## src/rtl/pc_seq_pkg.sv

```systemverilog
// Shared types and constants for the next-PC sequencer.
package pc_seq_pkg;

   typedef enum logic [1:0] {
      S_RESET,
      S_RUN,
      S_HALT
   } pc_seq_state_t;

   typedef enum logic [2:0] {
      PcSelCur,
      PcSelSeq,
      PcSelJump,
      PcSelBranch,
      PcSelTrap
   } pc_sel_t;

   localparam logic [31:0] PC_STEP    = 32'd4;
   localparam logic [31:0] ALIGN_MASK = 32'hFFFF_FFFC;

   function automatic logic is_misaligned(input logic [31:0] addr);
      return |addr[1:0];
   endfunction

endpackage

```

## src/rtl/pc_seq_if.sv

```systemverilog
// Core-facing bundle of the next-PC sequencer; slave is the sequencer side.
interface pc_seq_if;

   logic [31:0] pc_current;
   logic        stall;
   logic        branch_taken;
   logic [31:0] branch_target;
   logic        jump;
   logic [31:0] jump_target;
   logic        halt_req;
   logic        resume;
   logic [31:0] pc_next;
   logic        pc_reset;
   logic [31:0] pc_init;
   logic        halted;
   logic        trap;
   logic [31:0] epc;
   logic [31:0] retired;

   modport slave (
      input  pc_current, stall, branch_taken, branch_target, jump, jump_target,
             halt_req, resume,
      output pc_next, pc_reset, pc_init, halted, trap, epc, retired
   );

   modport master (
      output pc_current, stall, branch_taken, branch_target, jump, jump_target,
             halt_req, resume,
      input  pc_next, pc_reset, pc_init, halted, trap, epc, retired
   );

endinterface

```

## src/rtl/pc_redirect_mux.sv

```systemverilog
// Run-state priority decode: picks the pc_next source and flags trap/halt/retire.
module pc_redirect_mux
   import pc_seq_pkg::*;
(
   input  logic    stall_i,
   input  logic    jump_i,
   input  logic    branch_i,
   input  logic    halt_i,
   input  logic    misalign_i,
   output pc_sel_t sel_o,
   output logic    trap_o,
   output logic    halt_o,
   output logic    retire_o
);

   always_comb begin
      sel_o    = PcSelSeq;
      trap_o   = 1'b0;
      halt_o   = 1'b0;
      retire_o = 1'b0;
      if (stall_i) begin
         sel_o = PcSelCur;
      end else if ((jump_i || branch_i) && misalign_i) begin
         sel_o  = PcSelTrap;
         trap_o = 1'b1;
      end else if (halt_i) begin
         sel_o  = PcSelCur;
         halt_o = 1'b1;
      end else if (jump_i) begin
         sel_o    = PcSelJump;
         retire_o = 1'b1;
      end else if (branch_i) begin
         sel_o    = PcSelBranch;
         retire_o = 1'b1;
      end else begin
         retire_o = 1'b1;
      end
   end

endmodule

```

## src/rtl/pc_sequencer.sv

```systemverilog
// Next-PC controller: reset hold, run/halt FSM, epc and retired counter.
// Optional feature macro: PC_MISALIGN_TRAP_EN (misaligned redirect traps).
module pc_sequencer
   import pc_seq_pkg::*;
#(
   parameter logic [31:0] RESET_VECTOR      = 32'h0000_0000,
   parameter logic [31:0] TRAP_VECTOR       = 32'h0000_0100,
   parameter int unsigned RESET_HOLD_CYCLES = 2
) (
   input logic     clk,
   input logic     reset,
   pc_seq_if.slave bus
);

   localparam int unsigned HoldW = $clog2(RESET_HOLD_CYCLES + 1);

   pc_seq_state_t state_q, state_d;
   logic [HoldW-1:0] hold_q, hold_d;
   logic [31:0] epc_q, epc_d;
   logic [31:0] retired_q, retired_d;

   logic [31:0] jump_tgt, branch_tgt;
   logic        misalign;
   pc_sel_t     sel;
   logic        mux_trap, mux_halt, mux_retire;

`ifdef PC_MISALIGN_TRAP_EN
   assign jump_tgt   = bus.jump_target;
   assign branch_tgt = bus.branch_target;
   assign misalign   = is_misaligned(bus.jump ? bus.jump_target : bus.branch_target);
`else
   // Without the trap, low target bits are simply dropped.
   assign jump_tgt   = bus.jump_target & ALIGN_MASK;
   assign branch_tgt = bus.branch_target & ALIGN_MASK;
   assign misalign   = 1'b0;
`endif

   pc_redirect_mux u_redirect_mux (
      .stall_i   (bus.stall),
      .jump_i    (bus.jump),
      .branch_i  (bus.branch_taken),
      .halt_i    (bus.halt_req),
      .misalign_i(misalign),
      .sel_o     (sel),
      .trap_o    (mux_trap),
      .halt_o    (mux_halt),
      .retire_o  (mux_retire)
   );

   assign bus.pc_init = RESET_VECTOR;
   assign bus.epc     = epc_q;
   assign bus.retired = retired_q;

   always_comb begin
      state_d      = state_q;
      hold_d       = hold_q;
      epc_d        = epc_q;
      retired_d    = retired_q;
      bus.pc_next  = bus.pc_current;
      bus.pc_reset = 1'b0;
      bus.halted   = 1'b0;
      bus.trap     = 1'b0;
      unique case (state_q)
         S_RESET: begin
            bus.pc_reset = 1'b1;
            bus.pc_next  = RESET_VECTOR;
            hold_d       = hold_q + HoldW'(1);
            if (hold_q == HoldW'(RESET_HOLD_CYCLES - 1)) begin
               state_d = S_RUN;
            end
         end
         S_RUN: begin
            bus.trap = mux_trap;
            unique case (sel)
               PcSelCur:    bus.pc_next = bus.pc_current;
               PcSelSeq:    bus.pc_next = bus.pc_current + PC_STEP;
               PcSelJump:   bus.pc_next = jump_tgt;
               PcSelBranch: bus.pc_next = branch_tgt;
               PcSelTrap:   bus.pc_next = TRAP_VECTOR;
               default:     bus.pc_next = bus.pc_current;
            endcase
`ifdef PC_MISALIGN_TRAP_EN
            if (mux_trap) begin
               epc_d = bus.pc_current;
            end
`endif
            if (mux_retire) begin
               retired_d = retired_q + 32'd1;
            end
            if (mux_halt) begin
               state_d = S_HALT;
            end
         end
         S_HALT: begin
            bus.halted = 1'b1;
            if (bus.resume && !bus.stall) begin
               bus.pc_next = bus.pc_current + PC_STEP;
               retired_d   = retired_q + 32'd1;
               state_d     = S_RUN;
            end
         end
         default: begin
            state_d = S_RESET;
         end
      endcase
   end

   always_ff @(posedge clk) begin
      if (reset) begin
         state_q   <= S_RESET;
         hold_q    <= '0;
         epc_q     <= '0;
         retired_q <= '0;
      end else begin
         state_q   <= state_d;
         hold_q    <= hold_d;
         epc_q     <= epc_d;
         retired_q <= retired_d;
      end
   end

endmodule

```

## src/flat_wrapper.sv

```systemverilog
// flat-port wrapper written by rule: the top's interface ports become plain ports
module pc_sequencer_flat import pc_seq_pkg::*;
#(
   parameter logic [31:0] RESET_VECTOR      = 32'h0000_0000,
   parameter logic [31:0] TRAP_VECTOR       = 32'h0000_0100,
   parameter int unsigned RESET_HOLD_CYCLES = 2
)
  (clk, reset, bus_pc_current, bus_stall, bus_branch_taken, bus_branch_target, bus_jump, bus_jump_target, bus_halt_req, bus_resume, bus_pc_next, bus_pc_reset, bus_pc_init, bus_halted, bus_trap, bus_epc, bus_retired);
  pc_seq_if bus_i ();
  input logic clk;
  input logic reset;
  input wire logic [$bits(bus_i.pc_current)-1:0] bus_pc_current;
  input wire logic [$bits(bus_i.stall)-1:0] bus_stall;
  input wire logic [$bits(bus_i.branch_taken)-1:0] bus_branch_taken;
  input wire logic [$bits(bus_i.branch_target)-1:0] bus_branch_target;
  input wire logic [$bits(bus_i.jump)-1:0] bus_jump;
  input wire logic [$bits(bus_i.jump_target)-1:0] bus_jump_target;
  input wire logic [$bits(bus_i.halt_req)-1:0] bus_halt_req;
  input wire logic [$bits(bus_i.resume)-1:0] bus_resume;
  output wire logic [$bits(bus_i.pc_next)-1:0] bus_pc_next;
  output wire logic [$bits(bus_i.pc_reset)-1:0] bus_pc_reset;
  output wire logic [$bits(bus_i.pc_init)-1:0] bus_pc_init;
  output wire logic [$bits(bus_i.halted)-1:0] bus_halted;
  output wire logic [$bits(bus_i.trap)-1:0] bus_trap;
  output wire logic [$bits(bus_i.epc)-1:0] bus_epc;
  output wire logic [$bits(bus_i.retired)-1:0] bus_retired;
  assign bus_i.pc_current = bus_pc_current;
  assign bus_i.stall = bus_stall;
  assign bus_i.branch_taken = bus_branch_taken;
  assign bus_i.branch_target = bus_branch_target;
  assign bus_i.jump = bus_jump;
  assign bus_i.jump_target = bus_jump_target;
  assign bus_i.halt_req = bus_halt_req;
  assign bus_i.resume = bus_resume;
  assign bus_pc_next = bus_i.pc_next;
  assign bus_pc_reset = bus_i.pc_reset;
  assign bus_pc_init = bus_i.pc_init;
  assign bus_halted = bus_i.halted;
  assign bus_trap = bus_i.trap;
  assign bus_epc = bus_i.epc;
  assign bus_retired = bus_i.retired;
  pc_sequencer #(.RESET_VECTOR(RESET_VECTOR), .TRAP_VECTOR(TRAP_VECTOR), .RESET_HOLD_CYCLES(RESET_HOLD_CYCLES)) u_core (.clk(clk), .reset(reset), .bus(bus_i));
endmodule
```

## config.mk

```make
export PLATFORM = sky130hd
export DESIGN_NAME = pc_sequencer_flat
export DESIGN_NICKNAME = d
export VERILOG_FILES = /design/src/rtl/pc_seq_pkg.sv /design/src/rtl/pc_seq_if.sv /design/src/rtl/pc_redirect_mux.sv /design/src/rtl/pc_sequencer.sv /design/src/flat_wrapper.sv
export SDC_FILE = /design/constraint.sdc
export NUM_CORES = 1
export LEC_CHECK = 0
export CORE_ASPECT_RATIO = 0.8
export CORE_MARGIN = 4
export CORE_UTILIZATION = 39
export CTS_BUF_LIST = sky130_fd_sc_hd__clkbuf_16
export CTS_CLUSTER_DIAMETER = 30
export CTS_CLUSTER_SIZE = 20
export DETAILED_ROUTE_END_ITERATION = 16
export PLACE_DENSITY = 0.82
export SETUP_SLACK_MARGIN = 0.4
export SLEW_MARGIN = 20
export SYNTH_ARGS = -nofsm -noshare
export SYNTH_HDL_FRONTEND = slang
export SYNTH_SLANG_ARGS = --single-unit
```

## constraint.sdc

```tcl
create_clock -name clk -period 3.9 [get_ports clk]
set_clock_uncertainty 0.1 [all_clocks]
set_input_delay 0.78 -clock clk [delete_from_list [all_inputs] [get_ports clk]]
set_output_delay 0.78 -clock clk [all_outputs]
set_load 0.01 [all_outputs]
```

==> impl_metrics.yaml <==
status:
  outcome: "finished clean"
floorplan:
  placementRows: 32
  ios: 234
  die-area_um2: 12000
  die_h_um: 98.7
  die_w_um: 121
  start_util_pct: 40.7
  coreArea_um2: 9850
routing:
  drtIter0Drc: 640
  vias: 5588
  routedWlPerCell_um: 18.3
  routed_wl_um: 17600
  drcViolationCount: 0
  firstDrtPassIters: 5
  antenna_left: 0
  drt-vias-per-instance: 5.81
finish:
  stdcell_area_um2: 6660
  area_growth_pct: 66.2
  finalNetCount: 930
  antenna_cells: 0
  final_util_pct: 67.6
  drive_gt1_share_pct: 22.5
synthesis:
  synth_edf_count: 0
  synth_simple_gate_area_share_pct: 28.3
  synth_cell_types: 59
  synth_compound_area_share_pct: 29.0
  synth_ff_type: "dfxtp_1"
  ys_top_cells_by_area: "dfxtp_1 (18%), buf_4 (12%), o21ai_0 (5.4%)"
  yosysSeqAreaShare_pct: 18.0
  synthMuxAreaShare_pct: 0.500
  ys_ff_latch: 36
  postSynthCellCount: 571
  synth-async-reset-ratio_pct: 0
  synth_xor_area_share_pct: 6.34
  yosys.area.top_type_share_pct: 18.0
  ys_warn_count: 0
  ys_top_cells_by_count: "buf_4 (66), nor2_1 (45), nand2_1 (43), o21ai_0 (43), a21oi_1 (37)"
  yosysMostFrequentCell: "buf_4"
  synthAdderAreaFrac_pct: 0.937
  synth_top_cell_by_area: "dfxtp_1"
  syn_avg_cell_area_um2: 7.02
  synth_area_um2: 4010
  synth_top_family_by_area: "compound AO/OA/AOI/OAI gates"
timing:
  holdWs_ns: 0.396
  maxSlewViolCount: 0
  tns_ns: 0
  finalCritPeriodShare_pct: 88.9
  max_clock_freq_mhz: 289
  rsz0062_at_grt: "no"
  period_minus_slack_ns: 3.47
  hold_viol_final: 0
  finalSetupViolations: 0
  slew_headroom_pct: 55.1
  worst_slew_pin_slew_ns: 0.673
clock_network:
  clockRootBuffer: "clkbuf_16"
  clockBufferDepth: 2
  clk_pin_slew_ns: 0.05
  cts.sinks: 36
  clock_latency_ns: 0.27
  cts_tree: "yes"
  numCtsBuffers: 5
  hold_buffers: 0
  h-tree-depth: 2
place:
  detailed_place_hpwl_um: 13400
  portBuffers: 164
  place_area_um2: 6220
  gp_congestion: 0.934
worst_setup_path:
  r2r_cells: 8
  r2r-end: "u_core.bus.retired[31]"
  worstPathMaxFanout: 6
  cp.required_ns: 3.02
  critPathKind: "input pin to primary output"
  worstSetupEndpoint: "bus_pc_next[13]"
  crit_start: "bus_halt_req"
  startpoint_type: "input pin"
  end_kind: "primary output"
  r2r_start: "u_core.state_q[1]"
  r2r_setup_slack_ns: 1.50
  arrival_ns: 2.59
power:
  power_density_nw_per_um2: 243
  power.total_mw: 1.62
  ir_drop_v: 0.000160
  p_leak_nw: 2.80
job:
  drv_cap: 0
global_route:
  grt_use_total_pct: 27.4
  grt_overflow: 0
  grt_max_degree: 37
  grt_first_pass_wirelength_um: 27200
  grt_antenna_before_repair: 0
  grt_pass1_vias: 5456
min_path:
  min_path_type: "flip-flop to flip-flop"
[through the flow]
step,instances,setup WS [ns]
finish,961,0.434
global placement,937,-0.209
floorplan,635,0.529
detailed placement,937,-0.236
CTS,958,0.371
global route,961,0.370
[flip-flops by register name, indices dropped and copies added (netlist names)]
name / count
u_core.state_q: 2
u_core.bus.retired: 32
u_core.hold_q: 2
[cell families after synthesis]
| group | count (synthesis) |
|---|---|
| compound gates | 171 |
| xor+xnor | 29 |
| fa+ha+maj | 3 |
| buf+inv | 113 |
| flops | 36 |
| mux | 2 |
| other cells | 1 |
| simple gates | 216 |
[worst max-delay path, cell delays in order]
cell             delay, ns
clkbuf_2              0.10
or3b_4                0.38
a221o_2               0.47
buf_6                 0.16
o21ai_0               0.24
nand2_1               0.11
o221ai_1              0.09
clkdlybuf4s15_2       0.25
[final cells by class]
type	instances	area, µm²
inverter	11	41.3
clock inverter	3	11.3
fill	818	3190
clock buffer	5	125
timing repair buffer	284	2510
sequential	36	721
tap	136	170
multi-input combinational	486	3080
[cells in the final DEF, fill, tap and decap left out, drive strengths merged, types with 28 or more instances in the layout]
cell / count
a21oi: 37
conb: 65
nand3: 30
o21ai: 43
nand2: 43
nor2: 45
buf: 132
dlygate4sd2: 28
dfxtp: 36
clkdlybuf4s50: 101
[worst min path at each step]
stage / startpoint / cells after the start / endpoint / slack [ns]
after floorplan: u_core.hold_q[1] / 2 / u_core.hold_q[1] / 0.38
after global placement: u_core.bus.retired[31] / 2 / u_core.bus.retired[31] / 0.37
after detailed placement: u_core.bus.retired[31] / 2 / u_core.bus.retired[31] / 0.38
after CTS: u_core.bus.retired[31] / 2 / u_core.bus.retired[31] / 0.39
after global routing: u_core.bus.retired[31] / 2 / u_core.bus.retired[31] / 0.42
final: u_core.bus.retired[31] / 2 / u_core.bus.retired[31] / 0.40
[where the power goes]
group / internal (mW) / switching (mW) / leakage [nW] / total (mW)
Sequential: 0.384 / 0.0121 / 0.291 / 0.396
Combinational: 0.401 / 0.452 / 2.44 / 0.852
Clock: 0.230 / 0.142 / 0.0738 / 0.371
[per-layer routing]
layer	vias to the layer above	global-route usage, %	share of wire (%)
met5	-	0	0
met3	57	5.39	10
met1	2653	35.1	39
li1	2525	-	-
met4	0	7.84	2.4
met2	353	46.7	48
[what timing repair did]
item                       in CTS  in global routing
pin swaps                      10                 19
gates resized for setup       149                 34
setup buffers                  12                  3
cloned                          1                  0
setup endpoints to repair      32                 22
Note: power is estimated with default switching activity, not from simulation.
